[src/rtl/fetch_align_buffer.sv]
// fetch_align_buffer: 4-halfword fetch FIFO aligning 16/32-bit instructions from a unified memory; RVC handling compiled in with FETCH_RVC_EN
module fetch_align_buffer #(
  parameter logic [8:0] RESET_PC = 9'd0
) (
  input  logic        clk,
  input  logic        rst,
  input  logic        isInst,
  input  logic [31:0] mem_inst,
  output logic [8:0]  fetch_addr,
  input  logic        redirect,
  input  logic [8:0]  redirect_pc,
  output logic        out_valid,
  input  logic        out_ready,
  output logic [31:0] out_inst,
  output logic [8:0]  out_pc,
  output logic        out_compressed
);
  logic [15:0] r_buf [4];
  logic [1:0]  r_head;
  logic [2:0]  r_count;
  logic [8:0]  r_fetch;
  logic [8:0]  r_pc;
  logic        r_half;
  logic        w_comp;
  logic [8:0]  w_redir_pc;
  logic        w_redir_half;
  logic        w_reset_half;
  logic        w_unused;
  logic        w_valid;
  logic        w_fire;
  logic [2:0]  w_pop;
  logic        w_push_ok;
  logic [2:0]  w_push_n;
  logic [1:0]  w_next;
  logic [1:0]  w_tail;
  logic [1:0]  w_tail1;
`ifdef FETCH_RVC_EN
  assign w_comp       = r_buf[r_head][1:0] != 2'b11;
  assign w_redir_pc   = {redirect_pc[8:1], 1'b0};
  assign w_redir_half = redirect_pc[1];
  assign w_reset_half = RESET_PC[1];
  assign w_unused     = redirect_pc[0];
`else
  assign w_comp       = 1'b0;
  assign w_redir_pc   = {redirect_pc[8:2], 2'b00};
  assign w_redir_half = 1'b0;
  assign w_reset_half = 1'b0;
  assign w_unused     = ^redirect_pc[1:0];
`endif
  assign w_next    = r_head + 2'd1;
  assign w_tail    = r_head + r_count[1:0];
  assign w_tail1   = w_tail + 2'd1;
  assign w_valid   = (r_count >= 3'd2) || ((r_count != 3'd0) && w_comp);
  assign w_fire    = w_valid && out_ready;
  assign w_pop     = w_fire ? (w_comp ? 3'd1 : 3'd2) : 3'd0;
  assign w_push_ok = isInst && ((r_count - w_pop) <= 3'd2);
  assign w_push_n  = w_push_ok ? (r_half ? 3'd1 : 3'd2) : 3'd0;
  assign fetch_addr     = r_fetch;
  assign out_pc         = r_pc;
  assign out_valid      = w_valid;
  assign out_compressed = w_valid && w_comp;
  assign out_inst       = !w_valid ? 32'h0 : (w_comp ? {16'h0, r_buf[r_head]} : {r_buf[w_next], r_buf[r_head]});
  // queue bookkeeping: redirect flushes, otherwise net push/pop update
  always_ff @(posedge clk or negedge rst) begin
    if (!rst) begin
      r_count <= 3'd0;
      r_head  <= 2'd0;
      r_fetch <= {RESET_PC[8:2], 2'b00};
      r_pc    <= RESET_PC;
      r_half  <= w_reset_half;
    end else if (redirect) begin
      r_count <= 3'd0;
      r_head  <= 2'd0;
      r_fetch <= {redirect_pc[8:2], 2'b00};
      r_pc    <= w_redir_pc;
      r_half  <= w_redir_half;
    end else begin
      r_count <= r_count - w_pop + w_push_n;
      r_head  <= r_head + w_pop[1:0];
      r_pc    <= r_pc + {5'd0, w_pop, 1'b0};
      if (w_push_ok) begin
        r_fetch <= r_fetch + 9'd4;
        r_half  <= 1'b0;
      end
    end
  end
  // parcel storage: append the fetched halfwords at the tail, upper only after a mid-word redirect
  always_ff @(posedge clk) begin
    if (w_push_ok && !redirect) begin
      if (r_half) begin
        r_buf[w_tail] <= mem_inst[31:16];
      end else begin
        r_buf[w_tail]  <= mem_inst[15:0];
        r_buf[w_tail1] <= mem_inst[31:16];
      end
    end
  end
endmodule

[config.mk]
export PLATFORM = sky130hd
export DESIGN_NAME = fetch_align_buffer
export DESIGN_NICKNAME = d
export VERILOG_FILES = /design/src/rtl/fetch_align_buffer.sv
export SDC_FILE = /design/constraint.sdc
export NUM_CORES = 1
export LEC_CHECK = 0
export BUFFER_PORTS_ARGS = -buffer_cell sky130_fd_sc_hd__buf_2
export CORE_MARGIN = 10
export CORE_UTILIZATION = 33
export CTS_BUF_LIST = sky130_fd_sc_hd__clkbuf_4
export DETAILED_ROUTE_END_ITERATION = 10
export GPL_ROUTABILITY_DRIVEN = 0
export PLACE_DENSITY = 0.64
export SLEW_MARGIN = 20
export SYNTH_ARGS = -nofsm -noshare
export SYNTH_HDL_FRONTEND = slang
export SYNTH_SLANG_ARGS = --single-unit
[constraint.sdc]
create_clock -name clk -period 5.3 [get_ports clk]
set_clock_uncertainty 0.05 [all_clocks]
set_input_delay 0.265 -clock clk [delete_from_list [all_inputs] [get_ports clk]]
set_output_delay 0.265 -clock clk [all_outputs]
set_load 0.02 [all_outputs]
## After elaboration in Yosys (flattened, before gate mapping)

Memories as Yosys holds them, arrays and structs flattened.
Cells that the tools add are included.

- Word-level logic and storage cells: 40
- Bits in registers: 24
- Memories kept: 1
- Bits in latches: 0
- Memory bits (writable): 64
- Bits in read-only memories: 0

Memories:

| name | words | width | rd ports | clocked after memory_dff | write ports | RTL line | RTL |
|---|---|---|---|---|---|---|---|
| r_buf | 4 | 16 | 2 | 0 | 2 | 18 | `logic [15:0] r_buf [4];` |

- Shift operators: 0
- Div/mod/pow operators: 0
- Bitwise operators: 1
- $lt $le $gt $ge: 2
- $mul: 0
- $add $sub $neg: 8
- Eq/ne operators: 0
- Reduce and logical (&&, ||, !) cells: 5
- Muxes and demuxes: 18

Operator list:

| cell | number |
|---|---|
| $mux W32 | 1 |
| $mux W9 | 3 |
| $mux W16 | 1 |
| $add A9 B3 Y9 | 1 |
| $add A9 B3 Y9 const B | 1 |
| $mux W1 | 8 |
| $mux W2 | 4 |
| $add A2 B1 Y2 const B | 2 |
| $add A2 B2 Y2 | 2 |
| $add A3 B2 Y3 | 1 |
| $ge A3 B2 Y1 const B | 1 |
| $le A3 B2 Y1 const B | 1 |
| $logic_and A1 B1 Y1 | 3 |
| $mux W3 | 1 |
| $sub A3 B2 Y3 | 1 |
| $reduce_bool A2 Y1 | 1 |
| $logic_not A1 Y1 | 1 |
| $or A1 B1 Y1 | 1 |

## Depth between registers and ports, before layout

Gate-level depths: netlist (run 1).

- Depth after elaboration: 10
- Depth in mapped cells: 8

## Worst setup path after synthesis (run 1)

Ideal clock, no wire load.

- Kind: reg-to-reg
- From: register r_count[1]
- To: memory r_buf[0][0] (enable)
- Arrival time: 2.537 ns
- Period minus slack after synthesis: 2.974 ns
- Library setup time: 0.387 ns
- Required time: 4.863 ns
- Setup slack: 2.326 ns
- Cell stages (with the launch flop): 9
- Cell sequence: dfrtp_1 -> o21ai_0 -> inv_1 -> ha_1 -> xor2_1 -> or4_4 -> buf_6 -> buf_12 -> inv_1

RTL lines:

| element | RTL line | RTL |
|---|---|---|
| start, declared | 20 | `logic [2:0] r_count;` |
| start signal, assigned | 78 | `r_count <= r_count - w_pop + w_push_n;` |
| end, declared | 18 |  |

==> flow_summary.json, run 1 <==
{
  "outcome": "completed",
  "crit_family": "buffers and inverters",
  "synth.most_common_cell": "edfxtp_1",
  "crit_required_ns": 5.35,
  "drc": 0,
  "hold_ws_ns": 0.0407,
  "grt_remaining_overflow": 0,
  "drtIter0Drc": 140,
  "synthTopCellsByArea": "edfxtp_1 (48%), mux2_2 (12%), dfrtp_1 (11%), mux2i_1 (8.1%), nor2_1 (3.9%)",
  "slew_violations": 0,
  "synth_fa_ha_area_share_pct": 1.26,
  "die-height_um": 130,
  "postCtsSetupRepairBufs": 0,
  "cp-end-kind": "register",
  "internal-power_w": 0.00133,
  "die_area_sq_mm": 0.0168,
  "cts.sinks": 81,
  "start_util_pct": 33.4,
  "layout_min_cycle_time_ns": 3.34,
  "rows": 40,
  "peakVddDrop_mv": 0.178,
  "hpwlAfterDp_um": 6580,
  "hold_class": "in2reg",
  "cts_max_level": 3,
  "synth_edf_count": 64,
  "crit_path_frequent_cell": "inv_1",
  "grt_max_degree": 35,
  "fin_nets": 433,
  "power.leakage_nw": 1.88,
  "vias": 2634,
  "clk_latency_ns": 0.43,
  "netlist_area_sq_mm": 0.00398,
  "worst-path-buf-inv": 3,
  "synth_top_family_by_area": "multiplexers",
  "yosysUniqueCellTypes": 36,
  "clockPowerShare_pct": 16.8,
  "setup_viol": 0,
  "pin_count": 98,
  "netSwitchingPower_w": 0.000891,
  "synthTopCellsByCount": "edfxtp_1 (64), mux2_2 (41), nor2_1 (41)",
  "fp.coreArea_sq_mm": 0.0119,
  "dp_cells": 518,
  "worstMarginPinSlew_ns": 1.05,
  "fmax_mhz": 300,
  "wire_per_inst_um": 17.8,
  "layout_worst_path_cycle_share_pct": 63.0,
  "ys_seq_elements": 81,
  "chipWidth_um": 130,
  "slowest_delay_ns": 0.76,
  "ant_nets": 0,
  "worstPathArrival_ns": 3.38,
  "stdcell_count": 536,
  "cts.path.max_buffers": 2,
  "path_clk_slew_ns": 0.12,
  "vias_per_cell": 4.91,
  "clock-root-buffer": "clkbuf_4",
  "seq_area_sq_mm": 0.00235,
  "path_max_fanout": 24,
  "synth_top_area_share_pct": 48.3,
  "synth_cells": 292,
  "start_kind": "register",
  "synth_top_area_cell": "edfxtp_1",
  "hold_viol": 0,
  "grt_usage_pct": 11.4,
  "slowest_stage": "or4_4",
  "rsz0062_at_grt": "no",
  "post_synth_and_or_nand_nor_area_fraction_pct": 7.83,
  "powerDensity_mw_per_mm2": 473,
  "pwr-share-comb_pct": 41.4,
  "first_global_vias": 2868,
  "synth_compound_area_share_pct": 3.49,
  "antenna_found_initial": 0,
  "timing.setup.tns_ns": 0,
  "portBuffers": 90,
  "fin_util_pct": 39.4,
  "rrSetupSlack_ns": 1.96,
  "fillers": 1135,
  "areaGrowthSynthToFinish_pct": 18.1,
  "ys_seq_area_share_pct": 59.0,
  "slew_headroom_pct": 29.9,
  "async_flop_share_pct": 21.0,
  "path_cells": "o21ai_0 -> inv_1 -> ha_1 -> xor2_1 -> or4_4 -> inv_1 -> buf_4",
  "cts_tree": "built",
  "synthMuxAreaShare_pct": 23.1,
  "drt_wl_total_um": 9550,
  "synthXorXnorAreaFrac_pct": 1.54,
  "first_pass_iters": 4,
  "drv_cap": 0,
  "crit_type": "reg2reg",
  "sw_frac_of_total_pct": 40.1,
  "grt_pass1_wl_um": 15000,
  "multi_input_area_sq_mm": 0.00150,
  "drive_gt1_share_pct": 42.3,
  "ys_warn_count": 0,
  "cts_buffers": 9,
  "power_w": 0.00222,
  "synth_area_per_cell_sq_um": 13.6,
  "seqPwrFrac_pct": 41.8,
  "synthFlopType": "edfxtp_1"
}
[layout by cell type (no fill, tap or decap), types with 2 or more instances in the layout]
master / netlist / layout
o21ai_0: 6 / 6
buf_2: 3 / 90
a21oi_1: 4 / 4
nand3_1: 3 / 3
inv_1: 6 / 6
nor3_1: 2 / 2
o31ai_1: 3 / 3
xnor2_1: 3 / 3
mux2_2: 41 / 41
nor2_1: 41 / 40
clkbuf_4: 0 / 10
nor2b_1: 2 / 2
nand4_1: 4 / 4
conb_1: 1 / 5
ha_1: 4 / 4
buf_4: 5 / 4
dfrtp_1: 17 / 16
or3_1: 4 / 4
mux2_4: 9 / 9
mux2i_1: 32 / 32
or4_1: 3 / 3
xor2_1: 4 / 4
clkinv_4: 0 / 2
clkinv_2: 0 / 2
nand2_1: 4 / 4
edfxtp_1: 64 / 64
a31oi_1: 8 / 8
[power by group through the flow]
stage | Sequential (W) | Clock [W] | Combinational [W]
5_1_grt | 0.000945 | 0.000408 | 0.00101
3_5_place_dp | 0.000946 | 0 | 0.000944
2_1_floorplan | 0.000910 | 0 | 0.000661
4_1_cts | 0.000931 | 0.000384 | 0.000949
3_3_place_gp | 0.000939 | 0 | 0.000933
6_report | 0.000928 | 0.000372 | 0.000921
[cell type report]
cell class	instances	area share [%]
Clock inverter	6	1.41
Inverter	8	0.639
Clock buffer	10	1.60
Antenna cell	1	0.0533
Timing Repair Buffer	95	10.4
Multi-Input combinational cell	188	31.9
Sequential cell	81	50.0
Tap cell	147	3.92
[routing by layer]
metal | global-route usage, % | part of all wire [%] | wire, um
met3 | 3.98 | 6.8 | 646
met5 | 0 | 0 | 0
met2 | 19.9 | 50 | 4820
met4 | 3.90 | 1.3 | 123
met1 | 12.7 | 41 | 3960
[per-stage QoR]
| step | instance area (sq um) | setup WS [ns] |
|---|---|---|
| after floorplan | 3990 | 2.33 |
| after global placement | 4540 | 2.03 |
| after detailed placement | 4540 | 1.94 |
| after CTS | 4690 | 1.91 |
| after global routing | 4690 | 1.76 |
| final | 4700 | 1.96 |
[worst paths after layout]
path,start,depth (start not counted),to
setup / recovery,r_count[1],7,r_buf[1][0]
hold / removal,redirect_pc[2],2,out_pc[2]
setup reg to reg,r_count[1],7,r_buf[1][0]
hold reg to reg,fetch_addr[8],2,fetch_addr[8]
max in group asynchronous,rst,2,r_head[1]
min in group asynchronous,rst,2,out_pc[7]
[what timing repair did]
action                    CTS  global route
hold buffers                1             0
gates resized for setup     0             0
hold endpoints to repair   17             0
[kinds of logic (layout without fill, tap and decap cells)]
logic type                 Yosys count  after routing
buffers and inverters               27            119
other                                1              6
adders and majority gates            4              4
xor gates and xnor gates             7              7
DFF                                 81             81
and+or+nand+nor                     67             67
muxes                               82             82
AOI/OAI and AO/OA                   23             23
[flip-flops by register name, summed over array words and instances (netlist names)]
name,cells
out_pc,7
r_count,2
r_head,1
r_buf,64
fetch_addr,7
[worst reg2reg max path: cells and delay by family (launching register included)]
| kind | cells | cell delay, ns |
|---|---|---|
| compound gates | 1 | 0.31 |
| xor+xnor | 1 | 0.29 |
| fa+ha+maj | 1 | 0.24 |
| buf+inv | 3 | 0.91 |
| flops | 1 | 0.45 |
| simple gates | 1 | 0.76 |
Power figures use the tool's default switching activity.
==> run 2, diff against run 1 <==
--- a/config.mk
+++ b/config.mk
@@ -5,13 +5,14 @@
 export SDC_FILE = /design/constraint.sdc
 export NUM_CORES = 1
 export LEC_CHECK = 0
+export ABC_AREA = 1
 export BUFFER_PORTS_ARGS = -buffer_cell sky130_fd_sc_hd__buf_2
 export CORE_MARGIN = 10
 export CORE_UTILIZATION = 33
 export CTS_BUF_LIST = sky130_fd_sc_hd__clkbuf_4
 export DETAILED_ROUTE_END_ITERATION = 10
 export GPL_ROUTABILITY_DRIVEN = 0
-export PLACE_DENSITY = 0.64
+export PLACE_DENSITY = 0.65
 export SLEW_MARGIN = 20
 export SYNTH_ARGS = -nofsm -noshare
 export SYNTH_HDL_FRONTEND = slang
==> constraint.sdc (replaced) <==
create_clock -name clk -period 3 [get_ports clk]
set_clock_uncertainty 0.05 [all_clocks]
set_input_delay 0.15 -clock clk [delete_from_list [all_inputs] [get_ports clk]]
set_output_delay 0.15 -clock clk [all_outputs]
set_load 0.02 [all_outputs]
==> flow_summary.json, run 2 <==
{
  "rows": 41,
  "netlist_area_sq_mm": 0.00426,
  "path_clk_slew_ns": 0.14,
  "synth_cells": 486,
  "top_layer": "met4",
  "rr_startpoint": "r_count[1]",
  "place_area_sq_mm": 0.00482,
  "drive_gt1_share_pct": 20.7,
  "crit_required_ns": 3.16,
  "grt_remaining_overflow": 0,
  "final_area_sq_mm": 0.00530,
  "hold_ws_ns": 0.0187,
  "largest_register": "r_buf",
  "chipWidth_um": 134,
  "outcome": "completed",
  "synthFlopType": "edfxtp_1",
  "worstPathArrival_ns": 2.87,
  "layout_worst_path_cycle_share_pct": 90.5,
  "synthTopCellsByArea": "edfxtp_1 (45%), dfrtp_1 (10%), nand2_1 (8.2%), nor2_1 (6.3%), nand3_1 (5.9%)",
  "hp-start": "mem_inst[8]",
  "slew_headroom_pct": 66.6,
  "clk_latency_ns": 0.43,
  "drt_wl_total_um": 12300,
  "fin_nets": 648,
  "largest_reg_flops": 64,
  "diodes": 0,
  "wl_met3_um": 1030,
  "vias_per_cell": 4.88,
  "yosysUniqueCellTypes": 27,
  "fp.coreArea_sq_mm": 0.0126,
  "worstMarginPinSlew_ns": 0.502,
  "first_global_vias": 3802,
  "ant_nets": 0,
  "clock-root-buffer": "clkbuf_4",
  "first_pass_iters": 5,
  "ys_seq_elements": 81,
  "portBuffers": 90,
  "synth_edf_count": 64,
  "wire_per_inst_um": 15.9,
  "met2_wirelength_um": 6260,
  "synth_top_area_cell": "edfxtp_1",
  "start_kind": "register",
  "drv_cap": 0,
  "hold_class": "in2reg",
  "setup_viol": 0,
  "pin_count": 98,
  "timing.setup.tns_ns": 0,
  "areaGrowthSynthToFinish_pct": 24.3,
  "grt_usage_pct": 13.3,
  "synthTopCellsByCount": "nand2_1 (93), nor2_1 (72), edfxtp_1 (64)",
  "grt_pass1_wl_um": 19200,
  "fmax_mhz": 368,
  "die-height_um": 134,
  "hpwlAfterDp_um": 8280,
  "final_cell_mix": "nand2_1 (93), buf_2 (90), nor2_1 (70), edfxtp_1 (64), nand3_1 (50)",
  "cp-end-kind": "register",
  "synth.most_common_cell": "nand2_1",
  "synth_top_area_share_pct": 45.1,
  "slew_violations": 0,
  "cts.path.max_buffers": 2,
  "path_max_fanout": 27,
  "powerDensity_mw_per_mm2": 824,
  "die_area_sq_mm": 0.0179,
  "ys_seq_area_share_pct": 55.1,
  "drtIter0Drc": 324,
  "fillers": 1287,
  "synth_area_per_cell_sq_um": 8.77,
  "drc": 0,
  "wl_met1_um": 4900,
  "layout_min_cycle_time_ns": 2.72,
  "cts_buffers": 9,
  "cts_tree": "built",
  "antenna_found_initial": 0,
  "crit_type": "reg2reg",
  "start_util_pct": 33.8,
  "final_common_cell": "nand2_1",
  "power.leakage_nw": 2.44,
  "vias": 3781,
  "hold_viol": 0,
  "cts_max_level": 3,
  "ys_warn_count": 0,
  "async_flop_share_pct": 21.0,
  "peakVddDrop_mv": 0.346,
  "rsz0062_at_grt": "no",
  "cts.sinks": 81,
  "postCtsSetupRepairBufs": 0,
  "grt_max_degree": 34,
  "cp-startpoint": "r_count[1]"
}
[run 2: cell count changes after synthesis, sizes merged, moves of 7 or more]
cell   previous run  this run
nand2             4        96
buf              13        20
and2              0        16
nor2             41        72
mux2i            32         0
nand3             3        51
o21ai             6        22
a31oi             8         0
nor3              2        33
inv               7        52
nand4             4        19
mux2             50         0
[run 2: path summary, 6_finish.rpt]
check                                end  slack (ns)  depth (start not counted)
setup / recovery             r_buf[3][2]        0.28                         10
hold / removal               r_buf[3][8]        0.02                          3
setup reg to reg             r_buf[3][2]        0.28                         10
hold reg to reg            fetch_addr[3]        0.57                          2
max in group asynchronous  fetch_addr[5]        2.52                          2
min in group asynchronous  fetch_addr[4]        0.10                          2
[run 2: stage by stage]
| step | util [%] | setup slack [ns] | power, W | cells |
|---|---|---|---|---|
| finish | 42.0 | 0.285 | 0.00436 | 775 |
| global route | 42.0 | 0.0313 | 0.00465 | 775 |
| CTS | 41.9 | 0.174 | 0.00440 | 774 |
| detailed placement | 38.2 | 0.564 | 0.00364 | 728 |
| global placement | 38.2 | 0.605 | 0.00359 | 728 |
| floorplan | - | 0.123 | 0.00297 | 490 |
[run 2: final cells by class]
| cell class | instances | area (sq um) | area share [%] |
|---|---|---|---|
| Timing Repair Buffer | 128 | 811 | 15.3 |
| Sequential cell | 81 | 2350 | 44.3 |
| Multi-Input combinational cell | 326 | 1560 | 29.5 |
| Tap cell | 172 | 215 | 4.06 |
| Clock buffer | 9 | 67.6 | 1.28 |
| Inverter | 52 | 200 | 3.78 |
| Clock inverter | 7 | 95.1 | 1.80 |
[run 2: logic make-up (layout without fill, tap and decap cells)]
logic type / count (synthesis) / after routing / share of synthesized area [%]
other cells: 1 / 5 / 0.0880
flops: 81 / 81 / 55.1
simple gates: 287 / 288 / 30.7
xor+xnor: 3 / 3 / 0.617
buf+inv: 84 / 196 / 9.16
fa+ha+maj: 4 / 4 / 1.17
compound gates: 26 / 26 / 3.11
[run 2: where the power goes]
group / leakage (nW) / switching (W) / internal [W]
Sequential: 0.793 / 0.000114 / 0.00149
Clock: 0.0758 / 0.000393 / 0.000336
Combinational: 1.57 / 0.00142 / 0.000605
Total: 2.44 / 0.00193 / 0.00243
[run 2: critical path, stage by stage (launching register included)]
cell           delay [ns]
dfrtp_1              0.42
nor2_2               0.06
nor2_1               0.20
ha_1                 0.22
nand2_1              0.07
nand2_2              0.19
nand4_4              0.23
buf_4                0.30
nand2_1              0.08
o21ai_0              0.08
dlygate4sd3_1        0.57
[run 2: routing by layer]
layer	GRT usage [%]	vias up
met5	0	-
met4	3.69	0
met3	4.70	11
met2	23.2	146
met1	14.9	1794
li1	-	1830
[run 2: timing repair]
action                                  CTS  global route
gates resized for setup                   0             1
hold buffers                             30             0
endpoints found under the hold margin    62             0
endpoints found under the setup margin    0             1
==> run 3, diff against run 2 <==
--- a/config.mk
+++ b/config.mk
@@ -12,7 +12,7 @@
 export CTS_BUF_LIST = sky130_fd_sc_hd__clkbuf_4
 export DETAILED_ROUTE_END_ITERATION = 10
 export GPL_ROUTABILITY_DRIVEN = 0
-export PLACE_DENSITY = 0.65
+export PLACE_DENSITY = 0.63
 export SLEW_MARGIN = 20
 export SYNTH_ARGS = -nofsm -noshare
 export SYNTH_HDL_FRONTEND = slang
==> constraint.sdc (replaced) <==
create_clock -name clk -period 2.5 [get_ports clk]
set_clock_uncertainty 0.05 [all_clocks]
set_input_delay 0.125 -clock clk [delete_from_list [all_inputs] [get_ports clk]]
set_output_delay 0.125 -clock clk [all_outputs]
set_load 0.02 [all_outputs]
==> flow_summary.json, run 3 (same netlist as run 2, synthesis figures left out) <==
{
  "outcome": "completed",
  "layout_worst_path_cycle_share_pct": 95.4,
  "cp-end-kind": "register",
  "cts_buffers": 9,
  "hold_class": "in2reg",
  "hold_viol": 0,
  "slew_violations": 0,
  "drive_gt1_share_pct": 22.7,
  "chipWidth_um": 134,
  "die-height_um": 134,
  "fmax_mhz": 419,
  "top_layer": "met4",
  "path_max_fanout": 12,
  "fp.coreArea_sq_mm": 0.0126,
  "met2_wirelength_um": 6260,
  "setup_viol": 0,
  "diodes": 0,
  "peakVddDrop_mv": 0.485,
  "powerDensity_mw_per_mm2": 970,
  "power.leakage_nw": 2.57,
  "slowest_delay_ns": 0.56,
  "clk_latency_ns": 0.44,
  "areaGrowthSynthToFinish_pct": 29.7,
  "path_clk_slew_ns": 0.13,
  "fin_nets": 666,
  "slowest_stage": "dlygate4sd3_1",
  "grt_pass1_wl_um": 19400,
  "vias": 3805,
  "start_util_pct": 33.8,
  "pin_count": 98,
  "wl_met1_um": 5120,
  "timing.setup.tns_ns": 0,
  "cts.sinks": 81,
  "cts_max_level": 3,
  "hpwlAfterDp_um": 8230,
  "drc": 0,
  "worstPathArrival_ns": 2.55,
  "wl_met3_um": 879,
  "wire_per_inst_um": 15.8,
  "drtIter0Drc": 208,
  "rsz0062_at_grt": "no",
  "portBuffers": 90,
  "die_area_sq_mm": 0.0179,
  "layout_min_cycle_time_ns": 2.38,
  "grt_usage_pct": 13.5,
  "fin_util_pct": 43.8,
  "first_pass_iters": 7,
  "vias_per_cell": 4.80,
  "cts.path.max_buffers": 2,
  "drt_wl_total_um": 12500,
  "crit_type": "reg2reg",
  "grt_max_degree": 34,
  "start_kind": "register",
  "antenna_found_initial": 0,
  "drv_cap": 0,
  "ant_nets": 0,
  "crit_required_ns": 2.66,
  "final_common_cell": "nand2_1",
  "first_global_vias": 3953,
  "final_cell_mix": "nand2_1 (93), buf_2 (90), nor2_1 (69), edfxtp_1 (64), nand3_1 (50)",
  "largest_register": "r_buf",
  "grt_remaining_overflow": 0,
  "path_cells": "nor2_4 -> nor2_4 -> ha_2 -> inv_1 -> nand2_1 -> nand2_2 -> nand4_4 -> buf_12 -> nand2_1 -> o21ai_0 -> dlygate4sd3_1",
  "clock-root-buffer": "clkbuf_4",
  "rows": 41,
  "largest_reg_flops": 64,
  "cts_tree": "built"
}
-- run 3: changes by cell type in the layout (fill, tap and decap cells not counted), moves of 2 or more --
cell	before	now
buf_4	8	16
buf_12	0	3
dlymetal6s4s_1	0	2
clkbuf_4	9	11
nor2_4	1	3
clkbuf_16	0	3
clkinvlp_4	3	1
dlygate4sd3_1	30	33
-- run 3: power by group --
group	switching (W)	internal [W]
combinational	0.00175	0.000891
sequential	0.000136	0.00179
clock	0.000465	0.000327
-- run 3: timing repair --
action	4_1_cts	5_1_grt
hold endpoints to repair	63	1
setup endpoints to repair	0	7
gates resized for setup	0	12
setup buffers	0	7
hold buffers	35	1
-- run 3: worst max-delay path, delay by kind of cell (launching register included) --
kind / cells / cell delay, ns
AO/OA/AOI/OAI: 1 / 0.07
flip-flops: 1 / 0.45
AND/OR/NAND/NOR: 6 / 0.60
buffers and inverters: 3 / 0.81
adder cells (fa/ha/maj): 1 / 0.17
-- run 3: metal layers --
layer / GRT usage, % / vias to the layer above
li1: - / 1856
met1: 14.5 / 1806
met2: 24.3 / 125
met3: 4.59 / 18
met4: 4.23 / 0
met5: 0 / -
-- run 3: final timing paths --
path                               start            end  slack [ns]  depth (start not counted)
min in group asynchronous            rst      out_pc[5]        0.07                          2
setup / recovery              r_count[2]   r_buf[3][15]        0.12                         11
max in group asynchronous            rst      out_pc[8]        2.03                          2
setup reg to reg              r_count[2]   r_buf[3][15]        0.12                         11
hold / removal                 out_ready      r_head[1]       0.009                          4
hold reg to reg            fetch_addr[3]  fetch_addr[3]        0.52                          2
-- run 3: metrics by stage --
stage	worst slack [ns]	total power, W	cells	hold slack [ns]	instance area [sq um]
floorplan	0.0452	0.00358	490	-0.221	4290
global placement	0.391	0.00433	732	0.0239	4860
detailed placement	0.337	0.00438	732	0.0282	4860
CTS	0.0242	0.00524	783	0.00262	5350
global route	0.0000491	0.00572	793	0.00791	5530
finish	0.116	0.00536	793	0.00853	5530
-- run 3: cell type report --
type | count | area [sq um]
Sequential cell | 81 | 2350
Clock buffer | 11 | 82.6
Clock inverter | 5 | 56.3
Fill cell | 1272 | 7090
Inverter | 52 | 201
Timing Repair Buffer | 147 | 1060
Multi-Input combinational cell | 325 | 1560
Tap cell | 172 | 215
